File: config.mk
export PLATFORM = sky130hd
export DESIGN_NAME = pipelined_csel_addsub_flat
export DESIGN_NICKNAME = d
export VERILOG_FILES = /design/src/rtl/pipelined_csel_addsub_if.sv /design/src/rtl/pipelined_csel_addsub.sv /design/src/flat_wrapper.sv
export SDC_FILE = /design/constraint.sdc
export NUM_CORES = 1
export LEC_CHECK = 0
export CORE_UTILIZATION = 40
export DETAILED_ROUTE_END_ITERATION = 6
export SYNTH_ARGS = -nofsm -noshare
export SYNTH_HDL_FRONTEND = slang
export SYNTH_SLANG_ARGS = --single-unit
File: constraint.sdc
create_clock -name clk -period 5.15 [get_ports clk]
set_clock_uncertainty 0.05 [all_clocks]
set_input_delay 0.7725 -clock clk [delete_from_list [all_inputs] [get_ports clk]]
set_output_delay 0.7725 -clock clk [all_outputs]
set_load 0.005 [all_outputs]
File: src/rtl/pipelined_csel_addsub_if.sv
// Operand/result handshake bundle for the pipelined carry-select adder/subtractor.
// The master side drives operands and the downstream ready; the slave side is the datapath.
interface pipelined_csel_addsub_if #(
    parameter int WIDTH = 32
);
    logic             in_valid;
    logic             in_ready;
    logic [WIDTH-1:0] a;
    logic [WIDTH-1:0] b;
    logic             cin;
    logic             sub;
    logic             out_valid;
    logic             out_ready;
    logic [WIDTH-1:0] sum;
    logic             cout;
    logic             ovf;
    logic             zero;

    modport master (
        output in_valid, a, b, cin, sub, out_ready,
        input  in_ready, out_valid, sum, cout, ovf, zero
    );

    modport slave (
        input  in_valid, a, b, cin, sub, out_ready,
        output in_ready, out_valid, sum, cout, ovf, zero
    );
endinterface

File: src/rtl/pipelined_csel_addsub.sv
// Pipelined carry-select adder/subtractor: BLK-bit dual-sum blocks, carry registered every BPS blocks,
// valid/ready handshake with per-stage bubble collapsing; flags computed alongside the final slice.
module pipelined_csel_addsub #(
    parameter int WIDTH = 32,
    parameter int BLK   = 4,
    parameter int BPS   = 2
) (
    input  logic                  clk,
    input  logic                  rst_n,
    pipelined_csel_addsub_if.slave bus
);
    localparam int SW   = BLK * BPS;
    localparam int NSTG = WIDTH / SW;

    // Stage inputs (combinational) and stage registers, indexed by stage.
    logic [WIDTH-1:0] a_in     [NSTG];
    logic [WIDTH-1:0] bx_in    [NSTG];
    logic [WIDTH-1:0] sum_in   [NSTG];
    logic [WIDTH-1:0] sum_next [NSTG];
    logic             c_in     [NSTG];
    logic             c_next   [NSTG];
    logic             v_in     [NSTG];

    logic [WIDTH-1:0] a_reg     [NSTG];
    logic [WIDTH-1:0] bx_reg    [NSTG];
    logic [WIDTH-1:0] sum_reg   [NSTG];
    logic             carry_reg [NSTG];
    logic             valid_reg [NSTG];
    logic             ovf_reg;
    logic             zero_reg;

    logic [NSTG:0]    load;
    logic             ovf_next;
    logic             zero_next;

    assign load[NSTG] = bus.out_ready;

    for (genvar gi = 0; gi < NSTG; gi++) begin : g_stage
        logic [BPS:0]     chain;
        logic [SW-1:0]    slice;
        logic [WIDTH-1:0] merged;

        if (gi == 0) begin : g_first
            assign a_in[gi]   = bus.a;
            assign bx_in[gi]  = bus.sub ? ~bus.b : bus.b;
            assign c_in[gi]   = bus.sub | bus.cin;
            assign sum_in[gi] = '0;
            assign v_in[gi]   = bus.in_valid;
        end else begin : g_rest
            assign a_in[gi]   = a_reg[gi-1];
            assign bx_in[gi]  = bx_reg[gi-1];
            assign c_in[gi]   = carry_reg[gi-1];
            assign sum_in[gi] = sum_reg[gi-1];
            assign v_in[gi]   = valid_reg[gi-1];
        end

        // A stage may load when empty or when its own contents move on this edge.
        assign load[gi] = ~valid_reg[gi] | load[gi+1];

        assign chain[0] = c_in[gi];
        for (genvar gj = 0; gj < BPS; gj++) begin : g_blk
            localparam int LO = gi * SW + gj * BLK;
            logic [BLK:0] s0;
            logic [BLK:0] s1;
            assign s0 = {1'b0, a_in[gi][LO +: BLK]} + {1'b0, bx_in[gi][LO +: BLK]};
            assign s1 = {1'b0, a_in[gi][LO +: BLK]} + {1'b0, bx_in[gi][LO +: BLK]}
                        + {{BLK{1'b0}}, 1'b1};
            assign slice[gj*BLK +: BLK] = chain[gj] ? s1[BLK-1:0] : s0[BLK-1:0];
            assign chain[gj+1]          = chain[gj] ? s1[BLK]     : s0[BLK];
        end

        always_comb begin
            merged                = sum_in[gi];
            merged[gi*SW +: SW]   = slice;
        end

        assign sum_next[gi] = merged;
        assign c_next[gi]   = chain[BPS];
    end

    assign ovf_next  = (a_in[NSTG-1][WIDTH-1] == bx_in[NSTG-1][WIDTH-1]) &
                       (sum_next[NSTG-1][WIDTH-1] != a_in[NSTG-1][WIDTH-1]);
    assign zero_next = ~|sum_next[NSTG-1];

    // Data only moves with a valid beat, so bubbles never disturb held results.
    always_ff @(posedge clk or negedge rst_n) begin
        if (!rst_n) begin
            for (int k = 0; k < NSTG; k++) begin
                valid_reg[k] <= 1'b0;
                carry_reg[k] <= 1'b0;
                a_reg[k]     <= '0;
                bx_reg[k]    <= '0;
                sum_reg[k]   <= '0;
            end
            ovf_reg  <= 1'b0;
            zero_reg <= 1'b0;
        end else begin
            for (int k = 0; k < NSTG; k++) begin
                if (load[k]) begin
                    valid_reg[k] <= v_in[k];
                    if (v_in[k]) begin
                        a_reg[k]     <= a_in[k];
                        bx_reg[k]    <= bx_in[k];
                        sum_reg[k]   <= sum_next[k];
                        carry_reg[k] <= c_next[k];
                    end
                end
            end
            if (load[NSTG-1] && v_in[NSTG-1]) begin
                ovf_reg  <= ovf_next;
                zero_reg <= zero_next;
            end
        end
    end

    assign bus.in_ready  = load[0];
    assign bus.out_valid = valid_reg[NSTG-1];
    assign bus.sum       = sum_reg[NSTG-1];
    assign bus.cout      = carry_reg[NSTG-1];
    assign bus.ovf       = ovf_reg;
    assign bus.zero      = zero_reg;
endmodule

File: src/flat_wrapper.sv
// flat-port wrapper written by rule: the top's interface ports become plain ports
module pipelined_csel_addsub_flat 
#(
    parameter int WIDTH = 32,
    parameter int BLK   = 4,
    parameter int BPS   = 2
)
  (clk, rst_n, bus_in_valid, bus_a, bus_b, bus_cin, bus_sub, bus_out_ready, bus_in_ready, bus_out_valid, bus_sum, bus_cout, bus_ovf, bus_zero);
  pipelined_csel_addsub_if #(.WIDTH(WIDTH)) bus_i ();
  input  logic clk;
  input  logic rst_n;
  input wire logic [$bits(bus_i.in_valid)-1:0] bus_in_valid;
  input wire logic [$bits(bus_i.a)-1:0] bus_a;
  input wire logic [$bits(bus_i.b)-1:0] bus_b;
  input wire logic [$bits(bus_i.cin)-1:0] bus_cin;
  input wire logic [$bits(bus_i.sub)-1:0] bus_sub;
  input wire logic [$bits(bus_i.out_ready)-1:0] bus_out_ready;
  output wire logic [$bits(bus_i.in_ready)-1:0] bus_in_ready;
  output wire logic [$bits(bus_i.out_valid)-1:0] bus_out_valid;
  output wire logic [$bits(bus_i.sum)-1:0] bus_sum;
  output wire logic [$bits(bus_i.cout)-1:0] bus_cout;
  output wire logic [$bits(bus_i.ovf)-1:0] bus_ovf;
  output wire logic [$bits(bus_i.zero)-1:0] bus_zero;
  assign bus_i.in_valid = bus_in_valid;
  assign bus_i.a = bus_a;
  assign bus_i.b = bus_b;
  assign bus_i.cin = bus_cin;
  assign bus_i.sub = bus_sub;
  assign bus_i.out_ready = bus_out_ready;
  assign bus_in_ready = bus_i.in_ready;
  assign bus_out_valid = bus_i.out_valid;
  assign bus_sum = bus_i.sum;
  assign bus_cout = bus_i.cout;
  assign bus_ovf = bus_i.ovf;
  assign bus_zero = bus_i.zero;
  pipelined_csel_addsub #(.WIDTH(WIDTH), .BLK(BLK), .BPS(BPS)) u_core (.clk(clk), .rst_n(rst_n), .bus(bus_i));
endmodule
==> flow_summary.rst <==
.. list-table::
   :header-rows: 1

   * - Metric
     - Value
   * - Remaining global-route overflow
     - 0
   * - Type of the worst min-delay path
     - in -> async
   * - Cell chain of the critical path
     - clkdlybuf4s50_1, xor2_1, ha_1, inv_1, fa_1, inv_1, ha_1, o21ai_0, or2_2, nor4_1, nor3_1, or3b_1
   * - Post-synthesis cell type with the largest combined area
     - sky130_fd_sc_hd__dfrtp_1
   * - Measured slew at the worst slew-check pin
     - 0.7972 ns
   * - Cell internal power dissipation
     - 0.003683 W
   * - Largest stage delay on the critical path
     - 0.48 ns
   * - GRT Resource Usage Total
     - 16.69%
   * - Mean Syn Cell Area
     - 10.19 sq um
   * - CP arrival
     - 3.57 ns
   * - Wire length reported by the detailed router
     - 18080 um
   * - Most used standard cell by instance count after synthesis
     - sky130_fd_sc_hd__nand2_1
   * - Estimated wirelength of the detail-placed design
     - 13070 um
   * - FMAX
     - 0.3021 GHz
   * - Final hold violation count
     - 0
   * - Violations in the final reports
     - design-rule violations
   * - Worst-Skew Late Latency
     - 0.44 ns
   * - Effective utilization at floorplan
     - 41.17%
   * - Sequential element share of the synthesized area
     - 51.17%
   * - IO Count
     - 107
   * - Count of warnings emitted by yosys
     - 0
   * - Number of antenna-violating nets in the routed design
     - 0
   * - Total standard cell area after synthesis
     - 9096 sq um
   * - Largest net degree at the start of global routing
     - 120
   * - Most instantiated cells after synthesis
     - sky130_fd_sc_hd__nand2_1, sky130_fd_sc_hd__dfrtp_1, sky130_fd_sc_hd__mux2_2, sky130_fd_sc_hd__o21ai_0
   * - Number of buffers and inverters on the critical path
     - 3
   * - Number of clock buffers inserted by TritonCTS
     - 17
   * - Die Footprint
     - 23350 sq um
   * - Number of post-CTS setup repair buffers
     - 0
   * - Number of placement rows
     - 54
   * - Via count
     - 6255
   * - Combinational power share
     - 34.4%
   * - Drt wl/cell
     - 14.12 um
   * - Largest fanout of any net on the critical path
     - 3
   * - Count of cells resized by post-cts repair
     - 0
   * - Fraction of power consumed by the clock network
     - 23.9%
   * - Post-synthesis cell count
     - 893
   * - Die width
     - 152.8 um
   * - Final count of pins violating max slew
     - 0
   * - Vias in the first global route
     - 6178
   * - Antenna violations before repair
     - 1
   * - Sink Count
     - 186
   * - Unrepaired setup endpoints after global routing
     - false
   * - Sequential group share of total power
     - 41.7%
   * - Psw
     - 0.001792 W
   * - Nets in the synthesized netlist
     - 1011
   * - Count of maximum capacitance violations
     - 0
   * - Number of H-tree branching levels
     - 4
   * - Biggest area contributors in the synthesized netlist
     - sky130_fd_sc_hd__dfrtp_1, sky130_fd_sc_hd__nand2_1, sky130_fd_sc_hd__mux2_2, sky130_fd_sc_hd__ha_1, sky130_fd_sc_hd__xnor2_1
   * - Final setup TNS
     - 0 ns
   * - CTS hold repair buffers
     - 0
   * - Main flop type after synthesis
     - sky130_fd_sc_hd__dfrtp_1
   * - Number of flops mapped to enable cells by yosys
     - 0
   * - Largest vdd supply drop
     - 235.9 uV
   * - Cell count after placement
     - 1247
   * - Highest-delay cell along the critical path
     - sky130_fd_sc_hd__fa_1
   * - Final setup fails
     - 0
   * - Register bit total from synthesis
     - 186
   * - Root buf cell
     - sky130_fd_sc_hd__clkbuf_16
   * - First-pass iteration count of the detailed router
     - 7
   * - Post-synth ARST share
     - 100.0%
   * - Power density cells
     - 497.0 nW/um^2
   * - TritonCTS clock tree
     - done
   * - Slew HR
     - 46.73%
   * - Worst-path clk slew
     - 0.07 ns
   * - Count of buffers inserted at the top-level ports
     - 106
   * - Final nets
     - 1104
   * - Fraction of synthesized cell area taken by the top area cell type
     - 51.17%
   * - Minimum clock period
     - 3.310 ns
   * - Nature of the critical path endpoint
     - flip-flop
   * - Placer's final routability congestion estimate
     - 0.7640
   * - Result of the run
     - finished, violations left
   * - Global-route wire length before repair
     - 31010 um
   * - Reported leakage power
     - 5.175 nW
   * - Fraction of final layout cells with drive strength greater than 1
     - 11.21%
   * - Worst-case clock buffer depth
     - 2
   * - Crit share post-route
     - 64.27%
   * - Dominant delay contributor by cell family on the critical path
     - simple AND/OR/NAND/NOR gates
   * - Unique cell type count in the Yosys netlist
     - 54
   * - Total core area
     - 22090 sq um
   * - Setup crit start kind
     - input port
   * - Count of non-filler cells in the finished layout
     - 1280
   * - Die Ht
     - 152.8 um
   * - First DRT Iteration DRCs
     - 302
   * - Critical setup path kind
     - in -> reg
   * - Area Overhead vs Synth
     - 21.10%
   * - Number of fill cells in the layout
     - 2070
   * - Via-to-Cell Ratio
     - 4.887
   * - Worst path required time
     - 5.41 ns
   * - Switching share of total power
     - 32.73%
   * - Share of the core filled with cells in the final layout
     - 49.86%
   * - DRC violation count after routing
     - 16
==> area by class of cell <==
class / instances / area [sq um] / area share, %
clock buffers: 19 / 452.9 / 4.112
well taps: 280 / 350.3 / 3.180
repair buffers: 115 / 1137 / 10.32
inverters: 15 / 56.30 / 0.5111
clock inverters: 13 / 145.1 / 1.318
multi-input cells: 651 / 4217 / 38.28
diodes: 1 / 2.502 / 0.02272
flip-flops and latches: 186 / 4654 / 42.25
==> cell usage in the layout, fill, tap and decap left out, drive strengths merged, types with 7 or more instances in the layout <==
cell type        n
nand2          266
dfrtp          186
clkdlybuf4s50  104
mux2            58
o21ai           52
xnor2           40
ha              40
xor2            24
a21o            21
a21oi           19
clkbuf          19
nor2            18
inv             16
nand3           12
nand4           12
buf             11
nor4             8
fa               8
clkinv           7
==> stage by stage <==
stage	power, W	hold WS (ns)	worst slack [ns]	instance area, sq um
2_1_floorplan	0.003514	0.3804	1.422	9096
3_3_place_gp	0.004164	0.4011	1.483	10420
3_5_place_dp	0.004211	0.4025	1.391	10420
4_1_cts	0.005546	0.3002	1.852	11010
5_1_grt	0.005893	0.3062	1.622	11010
6_report	0.005475	0.2693	1.840	11020
==> cell families (layout without fill, tap and decap cells) <==
| family | after synthesis | after routing | synth area share (%) |
|---|---|---|---|
| AND/OR/NAND/NOR | 351 | 351 | 16.48 |
| adder cells (fa/ha/maj) | 48 | 48 | 7.263 |
| AO/OA/AOI/OAI | 125 | 125 | 8.556 |
| buffers and inverters | 56 | 162 | 2.503 |
| other | 0 | 1 | 0 |
| multiplexers | 62 | 62 | 7.620 |
| flip-flops | 186 | 186 | 51.17 |
| XOR/XNOR | 65 | 65 | 6.410 |
==> worst paths after layout <==
| kind | from | end | slack [ns] | cells past startpoint |
|---|---|---|---|---|
| hold reg to reg | u_core.bx_in[85] | u_core.bx_in[53] | 0.42 | 2 |
| setup / recovery | bus_b[0] | u_core.g_stage[1].merged[7] | 1.84 | 12 |
| hold / removal | rst_n | u_core.bx_in[77] | 0.27 | 1 |
| setup reg to reg | u_core.bx_in[24] | u_core.bus.sum[31] | 2.23 | 9 |
| max in group asynchronous | rst_n | u_core.v_in[0] | 3.68 | 2 |
| min in group clk | u_core.bx_in[85] | u_core.bx_in[53] | 0.42 | 2 |
==> per-layer routing <==
metal	vias to the layer above	part of all wire (%)	GRT usage, %
li1	3216	-	-
met1	2924	53	24.43
met2	99	41	24.07
met3	16	3.8	3.385
met4	0	1.5	6.734
met5	-	0	0
==> power groups by stage <==
stage                     combinational [W]  clock, W  sequential (W)
after floorplan                     0.00134         0         0.00218
after global placement              0.00186         0         0.00230
after detailed placement            0.00190         0         0.00232
after CTS                           0.00191   0.00134         0.00229
after global routing                0.00214   0.00140         0.00236
final                               0.00189   0.00131         0.00228
No activity file was read; power rests on OpenSTA's default activity.
